### src/rtl/clock_meter_pkg.sv
// Shared constants for the clock period meter: FSM state encoding and the
// default counter width.
package clock_meter_pkg;

  localparam int unsigned DEFAULT_CNT_WIDTH = 28;

  typedef logic [1:0] state_t;

  localparam state_t ST_IDLE    = 2'd0;
  localparam state_t ST_ARMED   = 2'd1;
  localparam state_t ST_MEASURE = 2'd2;

endpackage

### src/rtl/sync_edge_detect.sv
// Two-flop synchronizer with history flop and rise/fall decode. The *_next
// outputs show what level/rise/fall will be one cycle ahead, for consumers
// that must register a result aligned with the rise/fall strobes.
module sync_edge_detect (
  input  logic clk_in,
  input  logic rst,
  input  logic sig_in,
  output logic level,
  output logic rise,
  output logic fall,
  output logic level_next,
  output logic rise_next,
  output logic fall_next
);

  logic s1_q, s1_d;
  logic s2_q, s2_d;
  logic s3_q, s3_d;

  always_comb begin
    s1_d = sig_in;
    s2_d = s1_q;
    s3_d = s2_q;
  end

  always_ff @(posedge clk_in) begin
    if (rst) begin
      s1_q <= 1'b0;
      s2_q <= 1'b0;
      s3_q <= 1'b0;
    end else begin
      s1_q <= s1_d;
      s2_q <= s2_d;
      s3_q <= s3_d;
    end
  end

  assign level      = s2_q;
  assign rise       = s2_q & ~s3_q;
  assign fall       = ~s2_q & s3_q;
  assign level_next = s1_q;
  assign rise_next  = s1_q & ~s2_q;
  assign fall_next  = ~s1_q & s2_q;

endmodule

### src/rtl/clock_period_meter.sv
// Measures period and high time of a slow square wave in clk_in cycles, with
// lock/timeout monitoring and one-cycle rise/fall strobes.
module clock_period_meter
  import clock_meter_pkg::*;
#(
  parameter int unsigned           CNT_WIDTH      = DEFAULT_CNT_WIDTH,
  parameter logic [CNT_WIDTH-1:0]  TIMEOUT_CYCLES = 28'd10000000
) (
  input  logic                 clk_in,
  input  logic                 rst,
  input  logic                 sig_in,
  output logic                 rise_pulse,
  output logic                 fall_pulse,
  output logic [CNT_WIDTH-1:0] period,
  output logic [CNT_WIDTH-1:0] high_time,
  output logic                 meas_valid,
  output logic                 locked,
  output logic                 timeout
);

  localparam logic [CNT_WIDTH-1:0] CNT_ONE = {{(CNT_WIDTH-1){1'b0}}, 1'b1};

  logic level, rise, fall, level_next, rise_next, fall_next;

  sync_edge_detect u_sync (
    .clk_in     (clk_in),
    .rst        (rst),
    .sig_in     (sig_in),
    .level      (level),
    .rise       (rise),
    .fall       (fall),
    .level_next (level_next),
    .rise_next  (rise_next),
    .fall_next  (fall_next)
  );

  state_t               state_q, state_d;
  logic [CNT_WIDTH-1:0] cnt_q, cnt_d;
  logic [CNT_WIDTH-1:0] hi_cnt_q, hi_cnt_d;
  logic [CNT_WIDTH-1:0] period_q, period_d;
  logic [CNT_WIDTH-1:0] high_time_q, high_time_d;
  logic                 fall_seen_q, fall_seen_d;
  logic                 primed_q, primed_d;
  logic                 meas_valid_q, meas_valid_d;
  logic                 locked_q, locked_d;
  logic                 timeout_q, timeout_d;

  // The FSM acts on the look-ahead edges so that registered meas_valid/period
  // land in the same cycle as the rise_pulse that closes the period.
  // primed_q blocks the first post-reset cycle, where the synchronizer still
  // holds its reset zeros and a high input would look like a fresh low.
  always_comb begin
    state_d      = state_q;
    cnt_d        = cnt_q;
    hi_cnt_d     = hi_cnt_q;
    period_d     = period_q;
    high_time_d  = high_time_q;
    fall_seen_d  = fall_seen_q;
    primed_d     = 1'b1;
    meas_valid_d = 1'b0;
    timeout_d    = 1'b0;

    if (meas_valid_q) begin
      locked_d = 1'b1;
    end else if (timeout_q) begin
      locked_d = 1'b0;
    end else begin
      locked_d = locked_q;
    end

    case (state_q)
      ST_IDLE: begin
        if (primed_q && !level_next && !level) begin
          state_d = ST_ARMED;
        end else begin
          state_d = ST_IDLE;
        end
      end
      ST_ARMED: begin
        if (rise_next) begin
          cnt_d       = CNT_ONE;
          fall_seen_d = 1'b0;
          state_d     = ST_MEASURE;
        end else begin
          state_d     = ST_ARMED;
        end
      end
      ST_MEASURE: begin
        if (rise_next) begin
          period_d     = cnt_q;
          high_time_d  = hi_cnt_q;
          meas_valid_d = 1'b1;
          cnt_d        = CNT_ONE;
          fall_seen_d  = 1'b0;
        end else if (cnt_q == TIMEOUT_CYCLES) begin
          timeout_d    = 1'b1;
          state_d      = ST_IDLE;
        end else begin
          cnt_d = cnt_q + CNT_ONE;
          if (fall_next && !fall_seen_q) begin
            hi_cnt_d    = cnt_q;
            fall_seen_d = 1'b1;
          end else begin
            fall_seen_d = fall_seen_q;
          end
        end
      end
      default: begin
        state_d = ST_IDLE;
      end
    endcase
  end

  always_ff @(posedge clk_in) begin
    if (rst) begin
      state_q      <= ST_IDLE;
      cnt_q        <= '0;
      hi_cnt_q     <= '0;
      period_q     <= '0;
      high_time_q  <= '0;
      fall_seen_q  <= 1'b0;
      primed_q     <= 1'b0;
      meas_valid_q <= 1'b0;
      locked_q     <= 1'b0;
      timeout_q    <= 1'b0;
    end else begin
      state_q      <= state_d;
      cnt_q        <= cnt_d;
      hi_cnt_q     <= hi_cnt_d;
      period_q     <= period_d;
      high_time_q  <= high_time_d;
      fall_seen_q  <= fall_seen_d;
      primed_q     <= primed_d;
      meas_valid_q <= meas_valid_d;
      locked_q     <= locked_d;
      timeout_q    <= timeout_d;
    end
  end

  assign rise_pulse = rise;
  assign fall_pulse = fall;
  assign period     = period_q;
  assign high_time  = high_time_q;
  assign meas_valid = meas_valid_q;
  assign locked     = locked_q;
  assign timeout    = timeout_q;

endmodule
### config.mk
export PLATFORM = sky130hd
export DESIGN_NAME = clock_period_meter
export DESIGN_NICKNAME = d
export VERILOG_FILES = /design/src/rtl/clock_meter_pkg.sv /design/src/rtl/sync_edge_detect.sv /design/src/rtl/clock_period_meter.sv
export SDC_FILE = /design/constraint.sdc
export NUM_CORES = 1
export LEC_CHECK = 0
export BUFFER_PORTS_ARGS = -buffer_cell sky130_fd_sc_hd__buf_2
export CAP_MARGIN = 10
export CORE_MARGIN = 3
export CORE_UTILIZATION = 45
export CTS_BUF_LIST = sky130_fd_sc_hd__clkbuf_16
export DETAILED_ROUTE_END_ITERATION = 10
export PLACE_DENSITY = 0.72
export REMOVE_ABC_BUFFERS = 1
export SYNTH_ARGS = -nofsm -noshare
export SYNTH_HDL_FRONTEND = slang
export SYNTH_HIERARCHICAL = 1
export SYNTH_SLANG_ARGS = --single-unit
export TNS_END_PERCENT = 10
### constraint.sdc
create_clock -name clk_in -period 4.9 [get_ports clk_in]
set_input_delay 0.98 -clock clk_in [delete_from_list [all_inputs] [get_ports clk_in]]
set_output_delay 0.98 -clock clk_in [all_outputs]
set_load 0.005 [all_outputs]
==> flow_summary.yaml <==
setup_path:
  endpoint_kind: "register"
  regToRegStartpoint: "state_q[0]$_SDFFE_PP0P_"
  regToRegEndpoint: "cnt_q[10]$_SDFFE_PP0P_"
  worst_path_dominant_cell_family: "simple AND/OR/NAND/NOR gates"
  critPathArrivalTime_ns: 3.38
  critPathKind: "register to register"
  cp_max_fo: 59
  critPathLaunchType: "register"
  cp_cell_sequence: "nand2b_1, or2_2, nand3_1, a21oi_1"
  r2r_cells: 4
  critPathBufInv: 0
  cp.required_ns: 5.22
  crit_slowest_cell: "nand3_1"
  reg2reg_setup_slack_ns: 1.83
  longest_individual_stage_delay_on_the_worst_path_ns: 0.95
global_route:
  grt_antenna_before_repair: 0
  groute.usage.overall_pct: 17.9
  grt_max_degree: 95
  grt_pass1_vias: 3654
  grt_first_pass_wirelength_mm: 16.9
  overflow: 0
floorplan:
  placementRows: 36
  core_area_sq_mm: 0.0100
  num_io_pins: 64
  initial_utilization_pct: 47.5
  die-height_um: 109
  fp.dieW_um: 109
  fp.dieArea_sq_mm: 0.0118
sta:
  worstMarginPinSlew_ns: 1.12
  finalSetupTns_ns: 0
  fin_crit_ns: 3.07
  grt_setup_unrepaired: "no"
  report.final.hold_viol_count: 0
  slew_violations: 0
  worst_slew_margin_rel_pct: 24.9
  finalSetupViolCount: 0
  clock.fmax_ghz: 0.326
  fin_skew_ns: 0.0130
  layout_worst_path_cycle_share_pct: 62.6
clocking:
  clock_tree_from_tritoncts: "built"
  clk-insertion-delay-late_ns: 0.41
  cts_num_sinks: 122
  clkTransAtPathRegs_ns: 0.06
  cts-hold-fix-buffers: 0
  cts_resized: 0
  numCtsBuffers: 17
  clk_root_buffer_cell: "clkbuf_16"
  htree_num_levels: 4
  ctsLongestPathBuffers: 2
  post_cts.repair.setup_buffers: 0
placed_design:
  placed_cell_area_sq_mm: 0.00507
  place_congestion: 0.827
  port_buffers: 63
  dp.final_hpwl_mm: 6.34
yosys:
  yosysWarningCount: 6
  syn_area_sq_mm: 0.00475
  ys_seq_area_share_pct: 51.4
  synthArstFlopShare_pct: 0
  post_synth_most_frequent_cells: "122 x dfxtp_1, 119 x nand2_1, 65 x a21oi_1"
  synth_cell_types: 38
  synth_most_common_cell: "dfxtp_1"
  synth_top_cell_by_area: "dfxtp_1"
  synth_area_leaders: "dfxtp_1 51%, nand2_1 9.4%, a21oi_1 6.8%"
  yosys_register_bits: 122
  synth_enable_flop_cells: 0
  yosysTopAreaCellShare_pct: 51.4
  synth_cells: 556
  post_synth.cell_area_avg_sq_um: 8.55
  synth_top_flop_cell: "dfxtp_1"
power_and_ir_drop:
  ir_drop_v: 0.000222
  power.density_mw_per_mm2: 417
  static-leakage-power_nw: 2.39
run:
  maxCapViolations: 0
drt:
  drcViolationCount: 0
  ant_nets: 0
  detail_route.first_pass.iterations: 5
  drt-initial-drc-count: 161
  detail_route.wl_per_cell_um: 13.3
  route.vias.total: 3782
  viasPerCell: 5.08
  drt-total-wl_mm: 9.89
finish:
  final_layout_size_suffix_gt1_share_pct: 16.9
  filler_cells: 939
  flow.area_growth_from_synthesis_pct: 20.3
  num_antenna_cells: 0
  fin_nets: 603
  final_area_sq_mm: 0.00572
  fin_util_pct: 57.2
worst_hold_path:
  hp-start: "high_time[25]$_SDFFE_PP0P_"
  worstHoldEndpoint: "high_time[25]$_SDFFE_PP0P_"
  worst_hold_path_type: "register to register"
  worstHoldPathCells: 2
status:
  run_status: "completed"
flip-flops by register name, summed over array words and instances (netlist names):
signal	count
fall_seen_q	1
hi_cnt_q	28
cnt_q	28
meas_valid	1
u_sync/level	1
period	28
locked	1
timeout	1
high_time	28
u_sync/level_next	1
u_sync/s3_q	1
primed_q	1
state_q	2
through the flow:
| stage | worst slack (ns) | cells | hold slack (ns) | total power [W] |
|---|---|---|---|---|
| CTS | 1.77 | 744 | 0.452 | 0.00240 |
| detailed placement | 1.78 | 712 | 0.444 | 0.00105 |
| finish | 1.83 | 744 | 0.448 | 0.00238 |
| global placement | 1.98 | 712 | 0.423 | 0.00105 |
| global route | 1.42 | 744 | 0.465 | 0.00246 |
| floorplan | 1.55 | 513 | 0.413 | 0.00103 |
worst min-delay path: cells and delay by family (launching register included):
kind	cells	cell delay [ns]
DFF	1	0.30
AOI/OAI and AO/OA	1	0.05
and+or+nand+nor	1	0.05
power breakdown:
part,internal [W],switching (W),leakage [nW],total [W]
clock network,0.000903,0.000448,0.315,0.00135
logic,0.00000740,0.0000262,1.09,0.0000336
registers,0.000996,0.00000323,0.983,0.000999
cells in the final DEF (no fill, tap or decap), types with 7 or more instances in the layout:
master,instances
dfxtp_1,122
mux2i_1,28
nand2_1,119
buf_2,63
nand3_1,16
nor2b_1,7
a21oi_1,65
and3_1,7
o21ai_0,7
nor2_1,56
xor2_1,18
nand4_1,16
clkbuf_16,17
worst max path at each step:
stage                                       start                        to  slack [ns]  cells past startpoint
after CTS                 state_q[0]$_SDFFE_PP0P_    cnt_q[10]$_SDFFE_PP0P_        1.77                      4
after floorplan             cnt_q[0]$_SDFFE_PP0P_  hi_cnt_q[0]$_SDFFE_PP0P_        1.55                      7
after global placement    state_q[0]$_SDFFE_PP0P_     cnt_q[2]$_SDFFE_PP0P_        1.98                      4
after global routing      state_q[0]$_SDFFE_PP0P_     cnt_q[2]$_SDFFE_PP0P_        1.42                      4
final                     state_q[0]$_SDFFE_PP0P_    cnt_q[10]$_SDFFE_PP0P_        1.83                      4
after detailed placement  state_q[0]$_SDFFE_PP0P_    cnt_q[10]$_SDFFE_PP0P_        1.78                      4
routing by layer:
layer  GRT usage (%)  vias up  part of all wire [%]
met1            22.1     1767                    45
met2            30.2       71                    49
met5               0        -                     0
met4            4.96        0                  0.66
met3            5.57        7                   4.7
li1                -     1937                     -
final cells by class:
type                       count  area (sq um)  share of cell area, %
sequential                   122          2440                   42.7
multi-input combinational    385          2100                   36.7
clock buffer                  17           425                   7.44
timing repair buffer          66           338                   5.91
clock inverter                15           224                   3.92
tap                          133           166                   2.91
inverter                       6          22.5                  0.394
kinds of logic (layout without fill, tap and decap cells):
group / count (synthesis) / after routing / share of synthesized area, %
compound gates: 76 / 76 / 8.58
xor+xnor: 21 / 21 / 3.87
fa+ha+maj: 2 / 2 / 0.526
buf+inv: 49 / 104 / 4.84
flops: 122 / 122 / 51.4
mux: 28 / 28 / 5.90
simple gates: 258 / 258 / 24.9
Power figures use the tool's default switching activity.
